### config.mk
export PLATFORM = sky130hd
export DESIGN_NAME = fir_mac_split_acc
export DESIGN_NICKNAME = d
export VERILOG_FILES = /design/src/rtl/fir_mac_pkg.sv /design/src/rtl/fir_mac_round_sat.sv /design/src/rtl/fir_mac_split_acc.sv
export SDC_FILE = /design/constraint.sdc
export NUM_CORES = 2
export LEC_CHECK = 0
export BUFFER_PORTS_ARGS = -buffer_cell sky130_fd_sc_hd__buf_2
export CAP_MARGIN = 0
export CORE_ASPECT_RATIO = 0.7
export CORE_UTILIZATION = 49
export DETAILED_ROUTE_END_ITERATION = 6
export GPL_TIMING_DRIVEN = 0
export PLACE_DENSITY = 0.65
export SKIP_CTS_REPAIR_TIMING = 1
export SLEW_MARGIN = 15
export SYNTH_ARGS = -nofsm -noshare
export SYNTH_HDL_FRONTEND = slang
export SYNTH_SLANG_ARGS = --single-unit
### constraint.sdc
create_clock -name clock -period 17.6 [get_ports clock]
set_clock_uncertainty 0.15 [all_clocks]
set_input_delay 2.64 -clock clock [delete_from_list [all_inputs] [get_ports clock]]
set_output_delay 2.64 -clock clock [all_outputs]
set_load 0.01 [all_outputs]
### src/rtl/fir_mac_pkg.sv
// Shared widths and constant helpers for the FIR multiply-accumulate output paths.
//   Default widths: AW_DEF (sample), BW_DEF (coefficient), LW_DEF (unsigned low slice),
//   HW_DEF (signed high slice), ACCW_DEF (accumulator), OW_DEF (output).
//   Helpers return MAXW-bit signed constants; callers cast them down to their own width.
package fir_mac_pkg;

    localparam int unsigned AW_DEF   = 18;
    localparam int unsigned BW_DEF   = 36;
    localparam int unsigned LW_DEF   = 18;
    localparam int unsigned HW_DEF   = BW_DEF - LW_DEF;
    localparam int unsigned ACCW_DEF = 68;
    localparam int unsigned OW_DEF   = 68;

    // Width of the helper return values; must exceed any ACCW in use.
    localparam int unsigned MAXW = 128;

    // Largest value representable in a w-bit two's complement number.
    function automatic logic signed [MAXW-1:0] sat_max(input int unsigned w);
        sat_max = (MAXW'(1) <<< (w - 1)) - MAXW'(1);
    endfunction

    // Smallest value representable in a w-bit two's complement number.
    function automatic logic signed [MAXW-1:0] sat_min(input int unsigned w);
        sat_min = ~sat_max(w);
    endfunction

    // Half an LSB of the shifted result; zero when no shift is applied.
    function automatic logic signed [MAXW-1:0] round_const(input int unsigned shift);
        round_const = (shift == 0) ? MAXW'(0) : (MAXW'(1) <<< (shift - 1));
    endfunction

endpackage

### src/rtl/fir_mac_round_sat.sv
// Round-half-up, arithmetic right shift and saturate a wide sum to a narrower output.
//   clock, reset : rising-edge clock, synchronous active-high reset
//   in_valid     : sum is a result to be emitted this cycle
//   sum          : signed ACCW-bit sum
//   out_valid    : one-cycle pulse, registered
//   out_data     : rounded/saturated result, held between pulses
//   out_sat      : out_data was clipped, held between pulses
module fir_mac_round_sat
    import fir_mac_pkg::*;
#(
    parameter int unsigned ACCW  = ACCW_DEF,
    parameter int unsigned OW    = OW_DEF,
    parameter int unsigned SHIFT = 0
) (
    input  logic                   clock,
    input  logic                   reset,
    input  logic                   in_valid,
    input  logic signed [ACCW-1:0] sum,
    output logic                   out_valid,
    output logic signed [OW-1:0]   out_data,
    output logic                   out_sat
);

    // One guard bit so adding the rounding constant cannot lose the carry.
    localparam int unsigned RW = ACCW + 1;
    localparam logic signed [RW-1:0] RND  = RW'(round_const(SHIFT));
    localparam logic signed [RW-1:0] MAXV = RW'(sat_max(OW));
    localparam logic signed [RW-1:0] MINV = RW'(sat_min(OW));

    logic signed [RW-1:0] sum_x;
    logic signed [RW-1:0] rnd_sum;
    logic signed [RW-1:0] r;

    assign sum_x   = RW'(sum);
    assign rnd_sum = sum_x + RND;
    assign r       = rnd_sum >>> SHIFT;

    // Output register: pulse on valid, otherwise hold the last result.
    always_ff @(posedge clock) begin
        if (reset) begin
            out_valid <= 1'b0;
            out_data  <= '0;
            out_sat   <= 1'b0;
        end else begin
            out_valid <= in_valid;
            if (in_valid) begin
                if (r > MAXV) begin
                    out_data <= MAXV[OW-1:0];
                    out_sat  <= 1'b1;
                end else if (r < MINV) begin
                    out_data <= MINV[OW-1:0];
                    out_sat  <= 1'b1;
                end else begin
                    out_data <= r[OW-1:0];
                    out_sat  <= 1'b0;
                end
            end
        end
    end

endmodule

### src/rtl/fir_mac_split_acc.sv
// Pipelined signed MAC for FIR tap chains with the coefficient split into an unsigned
// low slice and a signed high slice, accumulated separately and recombined at the end.
//   clock, reset     : rising-edge clock, synchronous active-high reset
//   in_valid/in_last : tap strobe and end-of-sequence marker (last qualified by valid)
//   a, b             : signed sample and signed coefficient
//   out_valid        : one-cycle pulse per completed sequence, 4 edges after the last tap
//   out_data/out_sat : rounded/saturated sequence sum and clip flag
module fir_mac_split_acc
    import fir_mac_pkg::*;
#(
    parameter int unsigned AW    = AW_DEF,
    parameter int unsigned BW    = BW_DEF,
    parameter int unsigned LW    = LW_DEF,
    parameter int unsigned ACCW  = ACCW_DEF,
    parameter int unsigned OW    = OW_DEF,
    parameter int unsigned SHIFT = 0
) (
    input  logic                 clock,
    input  logic                 reset,
    input  logic                 in_valid,
    input  logic                 in_last,
    input  logic signed [AW-1:0] a,
    input  logic signed [BW-1:0] b,
    output logic                 out_valid,
    output logic signed [OW-1:0] out_data,
    output logic                 out_sat
);

    localparam int unsigned HW  = BW - LW;
    localparam int unsigned PLW = AW + LW + 1;
    localparam int unsigned PHW = AW + HW;
    localparam int unsigned HAW = ACCW - LW;

    // Stage 1: input register.
    logic                 s1_valid, s1_last;
    logic signed [AW-1:0] s1_a;
    logic signed [BW-1:0] s1_b;

    always_ff @(posedge clock) begin
        if (reset) begin
            s1_valid <= 1'b0;
            s1_last  <= 1'b0;
            s1_a     <= '0;
            s1_b     <= '0;
        end else begin
            s1_valid <= in_valid;
            s1_last  <= in_valid & in_last;
            s1_a     <= a;
            s1_b     <= b;
        end
    end

    // Stage 2: partial products; the low slice gets a zero sign bit so it stays unsigned.
    logic signed [LW:0]    b_lo;
    logic signed [HW-1:0]  b_hi;
    logic signed [PLW-1:0] p_lo_c;
    logic signed [PHW-1:0] p_hi_c;

    assign b_lo   = $signed({1'b0, s1_b[LW-1:0]});
    assign b_hi   = s1_b[BW-1:LW];
    assign p_lo_c = PLW'(s1_a) * PLW'(b_lo);
    assign p_hi_c = PHW'(s1_a) * PHW'(b_hi);

    logic                  s2_valid, s2_last;
    logic signed [PLW-1:0] s2_plo;
    logic signed [PHW-1:0] s2_phi;

    always_ff @(posedge clock) begin
        if (reset) begin
            s2_valid <= 1'b0;
            s2_last  <= 1'b0;
            s2_plo   <= '0;
            s2_phi   <= '0;
        end else begin
            s2_valid <= s1_valid;
            s2_last  <= s1_last;
            s2_plo   <= p_lo_c;
            s2_phi   <= p_hi_c;
        end
    end

    // Stage 3: split accumulators; the first tap of a sequence overwrites instead of adding.
    logic                   first;
    logic                   s3_valid, s3_last;
    logic signed [ACCW-1:0] acc_lo;
    logic signed [HAW-1:0]  acc_hi;

    always_ff @(posedge clock) begin
        if (reset) begin
            first    <= 1'b1;
            s3_valid <= 1'b0;
            s3_last  <= 1'b0;
            acc_lo   <= '0;
            acc_hi   <= '0;
        end else begin
            s3_valid <= s2_valid;
            s3_last  <= s2_valid & s2_last;
            if (s2_valid) begin
                first <= s2_last;
                if (first) begin
                    acc_lo <= ACCW'(s2_plo);
                    acc_hi <= HAW'(s2_phi);
                end else begin
                    acc_lo <= acc_lo + ACCW'(s2_plo);
                    acc_hi <= acc_hi + HAW'(s2_phi);
                end
            end
        end
    end

    // Recombine: high slice weighs 2^LW relative to the low slice.
    logic signed [ACCW-1:0] sum_c;

    assign sum_c = (ACCW'(acc_hi) <<< LW) + acc_lo;

    // Stage 4: round, shift and saturate.
    fir_mac_round_sat #(
        .ACCW  (ACCW),
        .OW    (OW),
        .SHIFT (SHIFT)
    ) u_round_sat (
        .clock     (clock),
        .reset     (reset),
        .in_valid  (s3_valid & s3_last),
        .sum       (sum_c),
        .out_valid (out_valid),
        .out_data  (out_data),
        .out_sat   (out_sat)
    );

endmodule

== Word level (Yosys, flattened, before mapping) ==
Cells that the tools add are included.

* Multiplexer cells: 6
* Add/subtract/negate cells: 3
* $mul: 2
* Order comparisons: 2
* Bitwise operators: 3

{| class="wikitable"
|+ Operators by type and width
! kind !! number
|-
| $mux W68 || 3
|-
| $add A68 B37 Y68 || 1
|-
| $add A68 B68 Y68 || 1
|-
| $gt A68 B68 Y1 const B || 1
|-
| $lt A68 B68 Y1 const B || 1
|-
| $add A50 B36 Y50 || 1
|-
| $mux W50 || 1
|-
| $mul A18 B19 Y37 || 1
|-
| $mul A18 B18 Y36 || 1
|-
| $and A1 B1 Y1 || 3
|-
| $mux W1 || 2
|}

* Bits in registers: 322
* Output and inout bits: 70

== Depth between registers and ports, before layout ==
* Depth after elaboration: 4
* Mapped depth: 27

== Hierarchy ==
A second synthesis with hierarchy kept.

* Cells, all modules: 5036
* Area total of the unflattened synthesis: 43086.3 sq um

{| class="wikitable"
|+ Modules (own cells, without submodules)
! module !! area an instance (sq um) !! sequential area each (sq um) !! times used !! cells each
|-
| fir_mac_split_acc || 40586.4 || 5044.8 || 1 || 4812
|-
| fir_mac_round_sat || 2499.9 || 1401.3 || 1 || 224
|}

== Worst setup path after synthesis ==
OpenSTA, ideal clock, no wires.

* Path type: reg2reg
* Start point: register s1_a[5]
* End point: register s2_phi[34]
* Setup time: 0.128 ns
* Required time: 17.322 ns
* Cell stages (with the launch flop): 26
* Slack: 11.218 ns
* Arrival time: 6.105 ns
* Path through: dfxtp_1 -> clkbuf_1 -> clkbuf_1 -> nand2_1 -> fa_1 -> inv_1 -> fa_1 -> inv_1 -> fa_1 -> inv_1 -> fa_1 -> fa_1 -> inv_1 -> fa_1 -> inv_1 -> ha_1 -> o211ai_1 -> o21bai_1 -> nor2_1 -> a21oi_1 -> a221oi_1 -> a211oi_1 -> nor3_1 -> a31oi_1 -> xor2_1 -> nor2_1

* Longest elaborated chain between the ends: 1

{| class="wikitable"
|+ RTL lines
! item !! RTL line !! RTL
|-
| start, declared || fir_mac_split_acc.sv:36 || <nowiki>logic signed [AW-1:0] s1_a;</nowiki>
|-
| start signal, assigned || fir_mac_split_acc.sv:43 || <nowiki>s1_a <= '0;</nowiki>
|-
| start signal, assigned || fir_mac_split_acc.sv:48 || <nowiki>s1_a <= a;</nowiki>
|-
| $mul A18 B18 Y36 || fir_mac_split_acc.sv:62 || <nowiki>assign p_hi_c = PHW'(s1_a) * PHW'(b_hi);</nowiki>
|-
| end signal, assigned || fir_mac_split_acc.sv:78 || <nowiki>s2_phi <= p_hi_c;</nowiki>
|-
| end, declared || fir_mac_split_acc.sv:66 || <nowiki>logic signed [PHW-1:0] s2_phi;</nowiki>
|}

No other way between the ends.
A chain may end at the register's enable or synchronous reset.

== Final worst setup path ==
* Start point: register s1_a[4]
* End point: register s2_phi[32]

Same word-level chain as after synthesis.

==> results by group <==
Floorplan
  – Num ports: 128
  – Die Y: 247.9 µm
  – Initial core utilization: around half
  – Core area: around 85000 µm²
  – Die ar.: a little under 90000 µm²
  – Row count: between 80 and 90
  – Die width: about 350 µm

Power
  – Power Density: 80.13 nW/µm²
  – P_sw: about 1600 µW
  – Logic pwr share: between 50% and 60%
  – Total power: about 3700 µW
  – Power share of the clock group: between 20% and 30%
  – Maximum VDD drop: ~64 µV
  – Internal: slightly above 2000 µW
  – Pleak: 0.02196 µW
  – Sw frac: 44.83%
  – Sequential power share: ~25%

Route
  – Drt drc: 0
  – Final wirelength: roughly 140 mm
  – Detailed Route Iter0 Violations: about 3300
  – Iteration count of the initial detailed-routing pass: 6
  – WL per Instance: ~22 µm
  – Post-route ant nets: 0
  – Vias: 35797
  – Via density: around 5.7

Placed design
  – Port Buffers: approximately 130
  – DP HPWL: between 100 and 150 mm
  – Routability cong.: just over 1
  – Dpl cell area: between 40000 and 50000 µm²
  – Dpl cells: 6242

STA
  – Slew @ Worst Pin: 1.271 ns
  – Max Transition Viols Final: 0
  – Setup TNS: 0 ns
  – Slew headroom: between 10% and 20%
  – Max Fclk: 0.1178 GHz
  – Hold Fails Final Rpt: 0
  – Post-layout minimum cycle time: roughly 8.5 ns
  – RSZ-0062 raised after global routing: no
  – Final setup viols: 0
  – Final worst-path cycle share: 48.23%

Clock tree
  – Root Buffer: clkbuf_16
  – Clock slew seen by the registers of the worst setup and hold paths: 0.06 ns
  – CTS Buf Count: 37
  – Skew-Pair Late Insertion Delay: 0.60 ns
  – CTS tree: done
  – H-tree depth: 2
  – Clk sinks: between 300 and 400
  – Max Buffers Root-to-Sink: 3

Worst setup path
  – Nature of the critical path startpoint: flop
  – Required time worst endpoint: roughly 18 ns
  – Crit-path slowest cell: clkbuf_1
  – Critical Path Fanout Max: 10
  – Worst Path Arrival: ~8.8 ns
  – Crit Path Category: reg2reg
  – Critical path cell sequence: clkbuf_1 > clkbuf_1 > nand2_1 > fa_1 > inv_1 > fa_1 > fa_1 > fa_1 > fa_1 > inv_1 > fa_1 > inv_1 > ha_1 > o211ai_1 > o21bai_1 > nor2_1 > a21oi_1 > a221oi_1 > a211oi_1 > nor3_1 > a31oi_1 > xor2_1 > nor2_1
  – CP max stage delay: between 0.8 and 0.9 ns
  – WP buf/inv: 5
  – Crit end category: flop
  – CP top delay family: adder cells
  – Most common cell on crit path: fa_1

Logic synthesis
  – Post-synth top area share: about 28%
  – Synth cell types: between 90 and 100
  – Main synth FF type: dfxtp_1
  – Synth Area per Inst: roughly 8.5 µm²
  – Yosys top cell by area: fa_1
  – Synthesized area: 42330 µm²
  – Synth top area cells: fa_1 (28%), dfxtp_1 (15%), ha_1 (12%)
  – Mapped Cells: around 5000
  – Async S/R FF share, synth: 0%
  – EDFF count, synth: 0
  – Post-Syn Nets: around 6000
  – Yosys reg bits: ~320
  – Warnings from Yosys: 0
  – Seq/Total Area, Yosys: between 10% and 20%

Finish
  – Final cell count without fillers: between 6000 and 7000
  – Share of cells above drive strength 1: under 10%
  – P&R area growth vs syn: 7.762%
  – Utilization after layout: 53.76%
  – Post-route cell area: roughly 46000 µm²
  – Nets: ~6000

Worst hold path
  – Hold WC Path Type: reg2reg

GRT
  – Vias in the first global route: ~35000
  – Initial antenna violation count: 10
  – Gr ovfl total: 0
  – GRT Util Overall: 31.66%
  – First-pass GRT wire length: between 200 and 250 mm
  – Largest net degree at the start of global routing: 28

Job
  – Max-cap violations: 0

Status
  – Status: finished clean
## flip-flops by register name (all words and copies together) (netlist names), 18 cells and up
name / flops
acc_hi: 50
acc_lo: 68
u_round_sat.out_data: 68
s2_plo: 37
s2_phi: 36
s1_a: 18
s1_b: 36
## worst paths after layout
kind / start / slack, ns / cells after the start / to
worst max-delay path: s1_a[4] / 9.11 / 23 / s2_phi[32]
worst min-delay path: s1_valid / 0.29 / 1 / s2_valid
worst min register to register: s1_valid / 0.29 / 1 / s2_valid
worst max register to register: s1_a[4] / 9.11 / 23 / s2_phi[32]
## stage by stage
stage	setup WS, ns	hold slack (ns)
floorplan	11.22	0.2638
global placement	9.426	0.2728
detailed placement	9.386	0.2712
CTS	9.333	0.2795
global route	8.877	0.2973
finish	9.112	0.2856
## per-layer routing
layer	global-route usage, %	up-vias	wire length, µm
met2	45.92	1504	55790
met1	46.75	17657	63210
met5	0	-	20
li1	-	16427	-
met4	8.543	2	3940
met3	7.500	207	14740
## power by group through the flow
stage          Clock, µW  Combinational [µW]  Sequential [µW]
2_1_floorplan          0                1410              860
3_3_place_gp           0                1910              915
3_5_place_dp           0                1940              913
4_1_cts              809                1950              897
5_1_grt              836                2190              903
6_report             801                1950              899
## area by class of cell
cell class	count	area, µm²
Antenna cell	7	17.52
Timing Repair Buffer	128	655.6
Multi-Input combinational cell	3683	32230
Clock inverter	15	176.4
Inverter	749	2811
Tap cell	1137	1423
Clock buffer	48	1007
Sequential cell	322	6447
Fill cell	8047	39240
Buffer	223	844.6
## cells by family after synthesis
| family | Yosys count | share of synthesized area [%] |
|---|---|---|
| adders and majority gates | 979 | 39.37 |
| buffers and inverters | 972 | 8.625 |
| AOI/OAI and AO/OA | 912 | 14.21 |
| DFF | 322 | 15.23 |
| and+or+nand+nor | 1580 | 18.11 |
| xor gates and xnor gates | 192 | 3.973 |
| muxes | 20 | 0.4847 |
## placed cells by master (no fill, tap or decap), types with 67 or more instances in the layout
cell type and count:
xor2_1 67, inv_1 748, clkbuf_1 205, a21o_1 98, nor2b_1 94, and2_1 355, o21ai_0 163, nand2_1 585
buf_2 130, fa_1 588, nor2_1 285, ha_1 391, xnor2_1 125, dfxtp_1 321, a21oi_1 288
## Yosys cell counts, types with 98 or more instances
cell	count
nor2_1	285
clkbuf_1	201
fa_1	588
nand2_1	585
xnor2_1	125
dfxtp_1	322
inv_1	748
a21oi_1	288
ha_1	391
o21ai_0	163
a21o_1	98
and2_1	355
Power figures use the tool's default switching activity.
